==> src/rtl/result_bcd_converter_pkg.sv <==
// result_bcd_converter_pkg: shared FSM states and digit constants for the BCD display path.
package result_bcd_converter_pkg;
    typedef enum logic [1:0] {IDLE, ABS, SHIFT, DONE} state_t;
    localparam int DIGIT_W = 4;
    localparam logic [DIGIT_W-1:0] DIGIT_MINUS = 4'd10;
endpackage

==> src/rtl/result_bcd_converter_bcd_add3.sv <==
// result_bcd_converter_bcd_add3: per-nibble add-3 correction applied before each double-dabble shift.
module result_bcd_converter_bcd_add3
    import result_bcd_converter_pkg::*;
(
    input  logic [DIGIT_W-1:0] nib_i,
    output logic [DIGIT_W-1:0] nib_o
);
    assign nib_o = nib_i >= DIGIT_W'(5) ? nib_i + DIGIT_W'(3) : nib_i;
endmodule

==> src/rtl/result_bcd_converter.sv <==
// result_bcd_converter: serial signed-binary to BCD converter with registered digits,
// sign, overflow and leading-zero blank mask for the seven-segment path.
module result_bcd_converter
    import result_bcd_converter_pkg::*;
#(
    parameter int WIDTH      = 15,
    parameter int DIGITS     = 4,
    parameter int INT_DIGITS = 5
) (
    input  logic                      clk,
    input  logic                      rst,
    input  logic                      start,
    input  logic [WIDTH-1:0]          value,
    output logic                      busy,
    output logic                      done,
    output logic                      neg,
    output logic                      ovf,
    output logic [DIGIT_W*DIGITS-1:0] bcd,
    output logic [DIGITS-1:0]         blank
);
    localparam int CNT_W = $clog2(WIDTH);
    localparam int ACC_W = DIGIT_W * INT_DIGITS;
    localparam int OUT_W = DIGIT_W * DIGITS;

    state_t             state_q, state_d;
    logic [WIDTH-1:0]   val_q, val_d, mag_q, mag_d;
    logic [ACC_W-1:0]   acc_q, acc_d, acc_adj;
    logic [CNT_W-1:0]   cnt_q, cnt_d;
    logic               sign_q, sign_d;
    logic               busy_q, busy_d, done_q, done_d, neg_q, neg_d, ovf_q, ovf_d;
    logic [OUT_W-1:0]   bcd_q, bcd_d;
    logic [DIGITS-1:0]  blank_q, blank_d;
    logic [DIGITS:0]    lz;
    logic [ACC_W+WIDTH-1:0] sh;

    for (genvar d = 0; d < INT_DIGITS; d++) begin : g_add3
        result_bcd_converter_bcd_add3 u_add3 (
            .nib_i(acc_q[DIGIT_W*d +: DIGIT_W]),
            .nib_o(acc_adj[DIGIT_W*d +: DIGIT_W])
        );
    end

    // lz[i]: output digit i and every higher output digit are zero
    always_comb begin
        lz = '0;
        lz[DIGITS] = 1'b1;
        for (int i = DIGITS - 1; i >= 1; i--)
            lz[i] = lz[i+1] & ~|acc_q[DIGIT_W*i +: DIGIT_W];
    end

    always_comb begin
        state_d = state_q;
        val_d   = val_q;
        mag_d   = mag_q;
        acc_d   = acc_q;
        cnt_d   = cnt_q;
        sign_d  = sign_q;
        busy_d  = busy_q;
        done_d  = 1'b0;
        neg_d   = neg_q;
        ovf_d   = ovf_q;
        bcd_d   = bcd_q;
        blank_d = blank_q;
        sh      = {acc_adj, mag_q} << 1;
        case (state_q)
            IDLE: if (start) begin
                state_d = ABS;
                val_d   = value;
                busy_d  = 1'b1;
            end
            ABS: begin
                mag_d   = val_q[WIDTH-1] ? -val_q : val_q;
                sign_d  = val_q[WIDTH-1];
                acc_d   = '0;
                cnt_d   = '0;
                state_d = SHIFT;
            end
            SHIFT: begin
                {acc_d, mag_d} = sh;
                cnt_d   = cnt_q + CNT_W'(1);
                state_d = cnt_q == CNT_W'(WIDTH - 1) ? DONE : SHIFT;
            end
            DONE: begin
                bcd_d   = acc_q[OUT_W-1:0];
                ovf_d   = |acc_q[ACC_W-1:OUT_W];
                blank_d = lz[DIGITS-1:0];
                neg_d   = sign_q;
                done_d  = 1'b1;
                busy_d  = 1'b0;
                state_d = IDLE;
            end
            default: state_d = IDLE;
        endcase
    end

    always_ff @(posedge clk) begin
        if (!rst) begin
            state_q <= IDLE;
            val_q   <= '0;
            mag_q   <= '0;
            acc_q   <= '0;
            cnt_q   <= '0;
            sign_q  <= 1'b0;
            busy_q  <= 1'b0;
            done_q  <= 1'b0;
            neg_q   <= 1'b0;
            ovf_q   <= 1'b0;
            bcd_q   <= '0;
            blank_q <= '0;
        end else begin
            state_q <= state_d;
            val_q   <= val_d;
            mag_q   <= mag_d;
            acc_q   <= acc_d;
            cnt_q   <= cnt_d;
            sign_q  <= sign_d;
            busy_q  <= busy_d;
            done_q  <= done_d;
            neg_q   <= neg_d;
            ovf_q   <= ovf_d;
            bcd_q   <= bcd_d;
            blank_q <= blank_d;
        end
    end

    assign busy  = busy_q;
    assign done  = done_q;
    assign neg   = neg_q;
    assign ovf   = ovf_q;
    assign bcd   = bcd_q;
    assign blank = blank_q;
endmodule

==> config.mk <==
export PLATFORM = sky130hd
export DESIGN_NAME = result_bcd_converter
export DESIGN_NICKNAME = d
export VERILOG_FILES = /design/src/rtl/result_bcd_converter_pkg.sv /design/src/rtl/result_bcd_converter_bcd_add3.sv /design/src/rtl/result_bcd_converter.sv
export SDC_FILE = /design/constraint.sdc
export NUM_CORES = 1
export LEC_CHECK = 0
export ABC_AREA = 1
export CAP_MARGIN = 20
export CORE_MARGIN = 2
export CORE_UTILIZATION = 40
export DETAILED_ROUTE_END_ITERATION = 10
export GPL_TIMING_DRIVEN = 1
export PLACE_DENSITY_LB_ADDON = 0.08
export SLEW_MARGIN = 20
export SYNTH_ARGS = -nofsm -noshare
export SYNTH_HDL_FRONTEND = slang
export SYNTH_SLANG_ARGS = --single-unit
==> constraint.sdc <==
create_clock -name clk -period 1.9 [get_ports clk]
set_input_delay 0.475 -clock clk [delete_from_list [all_inputs] [get_ports clk]]
set_output_delay 0.475 -clock clk [all_outputs]
set_load 0.1 [all_outputs]
# Word-level counts from Yosys, hierarchy flattened
# Index checks and enable logic that the tools add are counted.
dict set report word_totals {
  inputBits 18
  output_inout_bits 24
  ff_bits 80
  elab_cells 58
}
dict set report classes {
  magnitude_cmp 5
  n_addsub 7
  n_eq_ne 5
  reduce_logical 12
  muxes 15
  bitwise_logic 2
}
# op count
set ops {}
lappend ops {{20-bit one-hot mux with 2 select lines} 1}
lappend ops {{15-bit one-hot mux with 2 select lines} 1}
lappend ops {{4-bit by 3-bit >= comparator with 1-bit output (second input constant)} 5}
lappend ops {{4-bit by 2-bit adder with 4-bit output (second input constant)} 4}
lappend ops {{4-bit two-way mux} 4}
lappend ops {{4-bit OR reduction} 4}
lappend ops {{15-bit two-way mux} 1}
lappend ops {{15-bit negator} 1}
lappend ops {{2-bit one-hot mux with 4 select lines} 1}
lappend ops {{4-bit one-hot mux with 2 select lines} 1}
lappend ops {{4-bit by 1-bit adder with 4-bit output (second input constant)} 1}
lappend ops {{2-bit equality test (second input constant)} 2}
lappend ops {{4-bit equality test (second input constant)} 1}
lappend ops {{2-bit AND reduction} 2}
lappend ops {{2-bit nonzero test} 2}
lappend ops {{3-bit by 2-bit adder with 3-bit output (second input constant)} 1}
lappend ops {{1-bit logical NOT} 3}
lappend ops {{1-bit two-way mux} 3}
lappend ops {{3-bit two-way mux} 1}
lappend ops {{1-bit bitwise AND} 2}
lappend ops {{2-bit by 1-bit equality test with 1-bit output (second input constant)} 1}
lappend ops {{2-bit logical NOT} 1}
lappend ops {{2-bit two-way mux} 1}
lappend ops {{2-bit inequality test (second input constant)} 1}
lappend ops {{1-bit one-hot mux with 2 select lines} 1}

# Depth between registers and ports, before layout
dict set report logic_depth {
  ltp_word 4
  ltp_mapped 10
}

# Cells and area by module
# A second synthesis with hierarchy kept.
dict set report unflattened {
  cells_unflattened 574
  hier_area_um2 4057.6
}
# module n_inst cells_per_inst seq_area_each_um2 area_each_um2
set by_module_without_submodules {}
lappend by_module_without_submodules {result_bcd_converter 1 459 1601.5 3382.0}
lappend by_module_without_submodules {result_bcd_converter_bcd_add3 5 23 0.0 135.1}

# Worst setup path before layout
# Ideal clock, no wire load.
dict set report synth_timing {
  kind {flip-flop to flip-flop}
  start {register state_q[0]}
  end {register mag_q[8]}
  setup_ps 128
  n_path_buf 2
  period_less_slack_ps 1536
  t_required_ps 1772
  arrival_ps 1409
  stages_incl_launch_ff 10
  slack_ps 364
  cell_sequence {dfxtp_1 > inv_1 > ha_1 > buf_6 > inv_4 > or2_4 > clkinv_4 > buf_6 > a31oi_1 > nor2_1}
}
dict set report synth_via {
  elab_chain_cells 2
  word_cells_on_any_way 4
  cone_classes {eq/ne: 2; mux: 1; reduce/logical: 1}
}
# item line_no
set synth_lines {}
lappend synth_lines {{from (decl)} result_bcd_converter.sv:25} ;# state_t state_q, state_d;
lappend synth_lines {{from (signal assigned)} result_bcd_converter.sv:111} ;# state_q <= state_d;
lappend synth_lines {{2-bit equality test / 2-bit by 1-bit equality test with 1-bit output (equally long branches)} result_bcd_converter.sv:65} ;# case (state_q)
lappend synth_lines {{15-bit one-hot mux with 2 select lines / 2-bit nonzero test (equally long branches)} -}
lappend synth_lines {{to (signal assigned)} result_bcd_converter.sv:113} ;# mag_q <= mag_d;
lappend synth_lines {{to (decl)} result_bcd_converter.sv:26} ;# logic [WIDTH-1:0] val_q, val_d, mag_q, mag_d;
# Parallel ways exist; a longest one is shown, timed or not.
# A chain may end at the register's enable or synchronous reset.

# Worst setup path in the final report
dict set report layout_timing {
  start {register state_q[0]}
  end {register mag_q[1]}
}
# The elaborated chain is that of the path after synthesis.

==> results.txt <==
Final nets: 583
Post-route DRC violation count: 0
Net Sw Frac: 42.24%
CTS tree: done
Synth top area cells: dfxtp_1 (42%), a21oi_1 (10%), o21ai_0 (7.7%), nand2_1 (7.4%), ha_1 (6.6%)
Hold Fails Final Rpt: 0
# placed instances: 645
Netlist Area Pre-Place: 0.003789 mm^2
Final Skew: 0.01986 ns
Total net switching power: 2.521 mW
Vias/cell: 5.042
Clock tree buffer depth: 2
Row count: 35
Yosys top cell area share: 42.27%
Max Transition Viols Final: 0
Average size of a mapped cell: 7.443 um^2
Post-CTS Setup Bufs: 0
Die X: 101.3 um
Post-Synth Adder-Cell Area: 6.605%
Clock network fraction of total power: 20.2%
Synth Net Count: 547
Grt ovf: 0
CP required: 2.18 ns
Post-synth EDFFs: 0
Die Y: 101.3 um
Internal: 3.447 mW
Tightest Hold Check Type: flop to flop
DP HPWL: 5.685 mm
Port buffer count: 40
Synth Flop Type: dfxtp_1
Core area: 0.009196 mm^2
Setup TNS: 0 ns
Die area: 0.01027 mm^2
Max_cap viols: 0
Worst Slack Setup Final: 0.1882 ns
Util after Layout: 51.40%
RSZ-0062 raised after global routing: false
Leakage: 1.841 nW
Vias in the first global route: 3121
Antenna diodes: 0
Initial antenna violation count: 0
Worst skew pair latency: 0.34 ns
Power share of the combinational group: 43.8%
Crit end category: flop
Synth Register Bits: 80
Largest net degree at the start of global routing: 41
Layout area overhead: 24.77%
Share of layout cells above drive strength 1: 10.75%
Routed Wire Length: 8.102 mm
Cts repair resizes: 0
First-pass GRT wire length: 14.17 mm
Place WS: 0.2210 ns
Sink Count: 80
Cell variety after synth: 41
Yosys warnings: 0
Flop pwr share: 35.9%
Critical path type: flop to flop
Drt wl/cell: 12.28 um
Root Buffer: clkbuf_8
Final GP Congestion: 0.7963
Crit path max fanout: 13
FMAX: 584.2 MHz
Hold_buf cts: 0
Drt pass-1 iters: 4
Async SR Flop Fraction: 0%
Post-synthesis sequential area ratio: 42.27%
Mux cell area share after synthesis: 0%
Largest family of logic cells by synthesized area: compound AO/OA/AOI/OAI gates
Final std cells w/o fill: 660
Compound-cell area share of the yosys netlist: 22.85%
Crit share post-route: 90.09%
Post-synth top area cell: dfxtp_1
Post-Syn Instances: 509
Total CTS buffers: 9
GRT Util Overall: 16.89%
Initial drt markers: 95
Top-count cell post-synth: dfxtp_1
Final setup viols: 0
Commonest cells post-synth: dfxtp_1 (80), a21oi_1 (76), nand2_1 (75)
Min cycle time layout: 1.712 ns
CTS H-tree depth: 3
Cell Pwr Density: 1262 mW/mm^2
Synth Area in XOR/XNOR: 0.6935%
Status: completed
Starting Density: 41.20%
DR vias: 3328
CP startpoint kind: flop
Maximum VDD drop: 0.0005551 V
Critical path arrival: 1.99 ns
Clock Pin Slew Worst Setup and Hold Paths: 0.08 ns
Post-Synth Simple-Gate Area: 17.87%
I/O pin cnt: 42
ANT nets after route: 0
-- path summary, 6_finish.rpt --
check | from | end | slack [ns] | cells past startpoint
setup reg to reg | state_q[0] | mag_q[1] | 0.19 | 9
hold reg to reg | mag_q[0] | mag_q[0] | 0.47 | 2
setup / recovery | state_q[0] | mag_q[1] | 0.19 | 9
hold / removal | mag_q[0] | mag_q[0] | 0.47 | 2
-- kinds of logic (layout without fill, tap and decap cells) --
logic type      count (synthesis)  after routing
compound gates                160            160
xor+xnor                        3              3
fa+ha+maj                      20             20
buf+inv                        88            128
flops                          80             80
other cells                     1              1
simple gates                  157            157
-- worst max-delay path, cell delays in order (launching register included) --
cell      delay, ns
dfxtp_1        0.38
inv_1          0.09
ha_1           0.46
inv_4          0.04
or2_4          0.27
clkinv_4       0.11
o21ai_1        0.07
a21oi_1        0.12
nor2_1         0.05
nor2_1         0.07
-- layout by cell type, fill, tap and decap left out, types with 2 or more instances in the layout --
master	count
ha_1	20
a31oi_1	4
clkdlybuf4s50_1	17
nor2_1	41
buf_4	5
nand2_2	2
nand2_1	75
xnor2_1	2
inv_2	2
clkbuf_8	9
clkinv_2	2
o2111ai_1	2
inv_1	61
nand4_1	4
buf_12	26
nand3_1	27
dfxtp_1	80
o21ai_1	2
o22ai_1	9
or2_2	2
a21oi_1	76
o21ai_0	58
-- sequential cells by signal, summed over array words and instances (netlist names) --
signal / flops
done: 1
bcd: 16
mag_q: 15
neg: 1
ovf: 1
state_q: 2
busy: 1
blank: 3
cnt_q: 4
val_q: 15
sign_q: 1
acc_q: 20
-- power groups by stage --
stage	combinational [mW]	sequential [mW]	clock, mW
2_1_floorplan	1.34	2.70	0
3_3_place_gp	2.61	2.17	0
3_5_place_dp	2.63	2.18	0
4_1_cts	2.63	2.15	1.26
5_1_grt	2.87	2.18	1.33
6_report	2.62	2.14	1.21
-- layout make-up --
cell class | count | area (um^2)
Clock buffer | 10 | 127.6
Clock inverter | 5 | 56.30
Fill cell | 922 | 4469
Inverter | 65 | 251.5
Multi-Input combinational cell | 341 | 1823
Sequential cell | 80 | 1602
Tap cell | 111 | 138.9
Timing Repair Buffer | 48 | 728.2
-- through the flow --
step	power, mW	hold WS (ns)	area [um^2]
3_5_place_dp	4.809	0.4558	4543
5_1_grt	6.374	0.4817	4727
3_3_place_gp	4.780	0.4568	4543
2_1_floorplan	4.044	0.4390	3789
4_1_cts	6.036	0.4688	4727
6_report	5.968	0.4656	4727
-- per-layer routing --
metal / routed length [um] / up-vias / track usage [%] / share of wire, %
met4: 65 / 0 / 4.990 / 0.80
met1: 4056 / 1522 / 22.49 / 50
met5: 0 / - / 0 / 0
li1: - / 1759 / - / -
met3: 231 / 6 / 2.484 / 2.9
met2: 3749 / 41 / 28.43 / 46
Power figures use the tool's default switching activity.
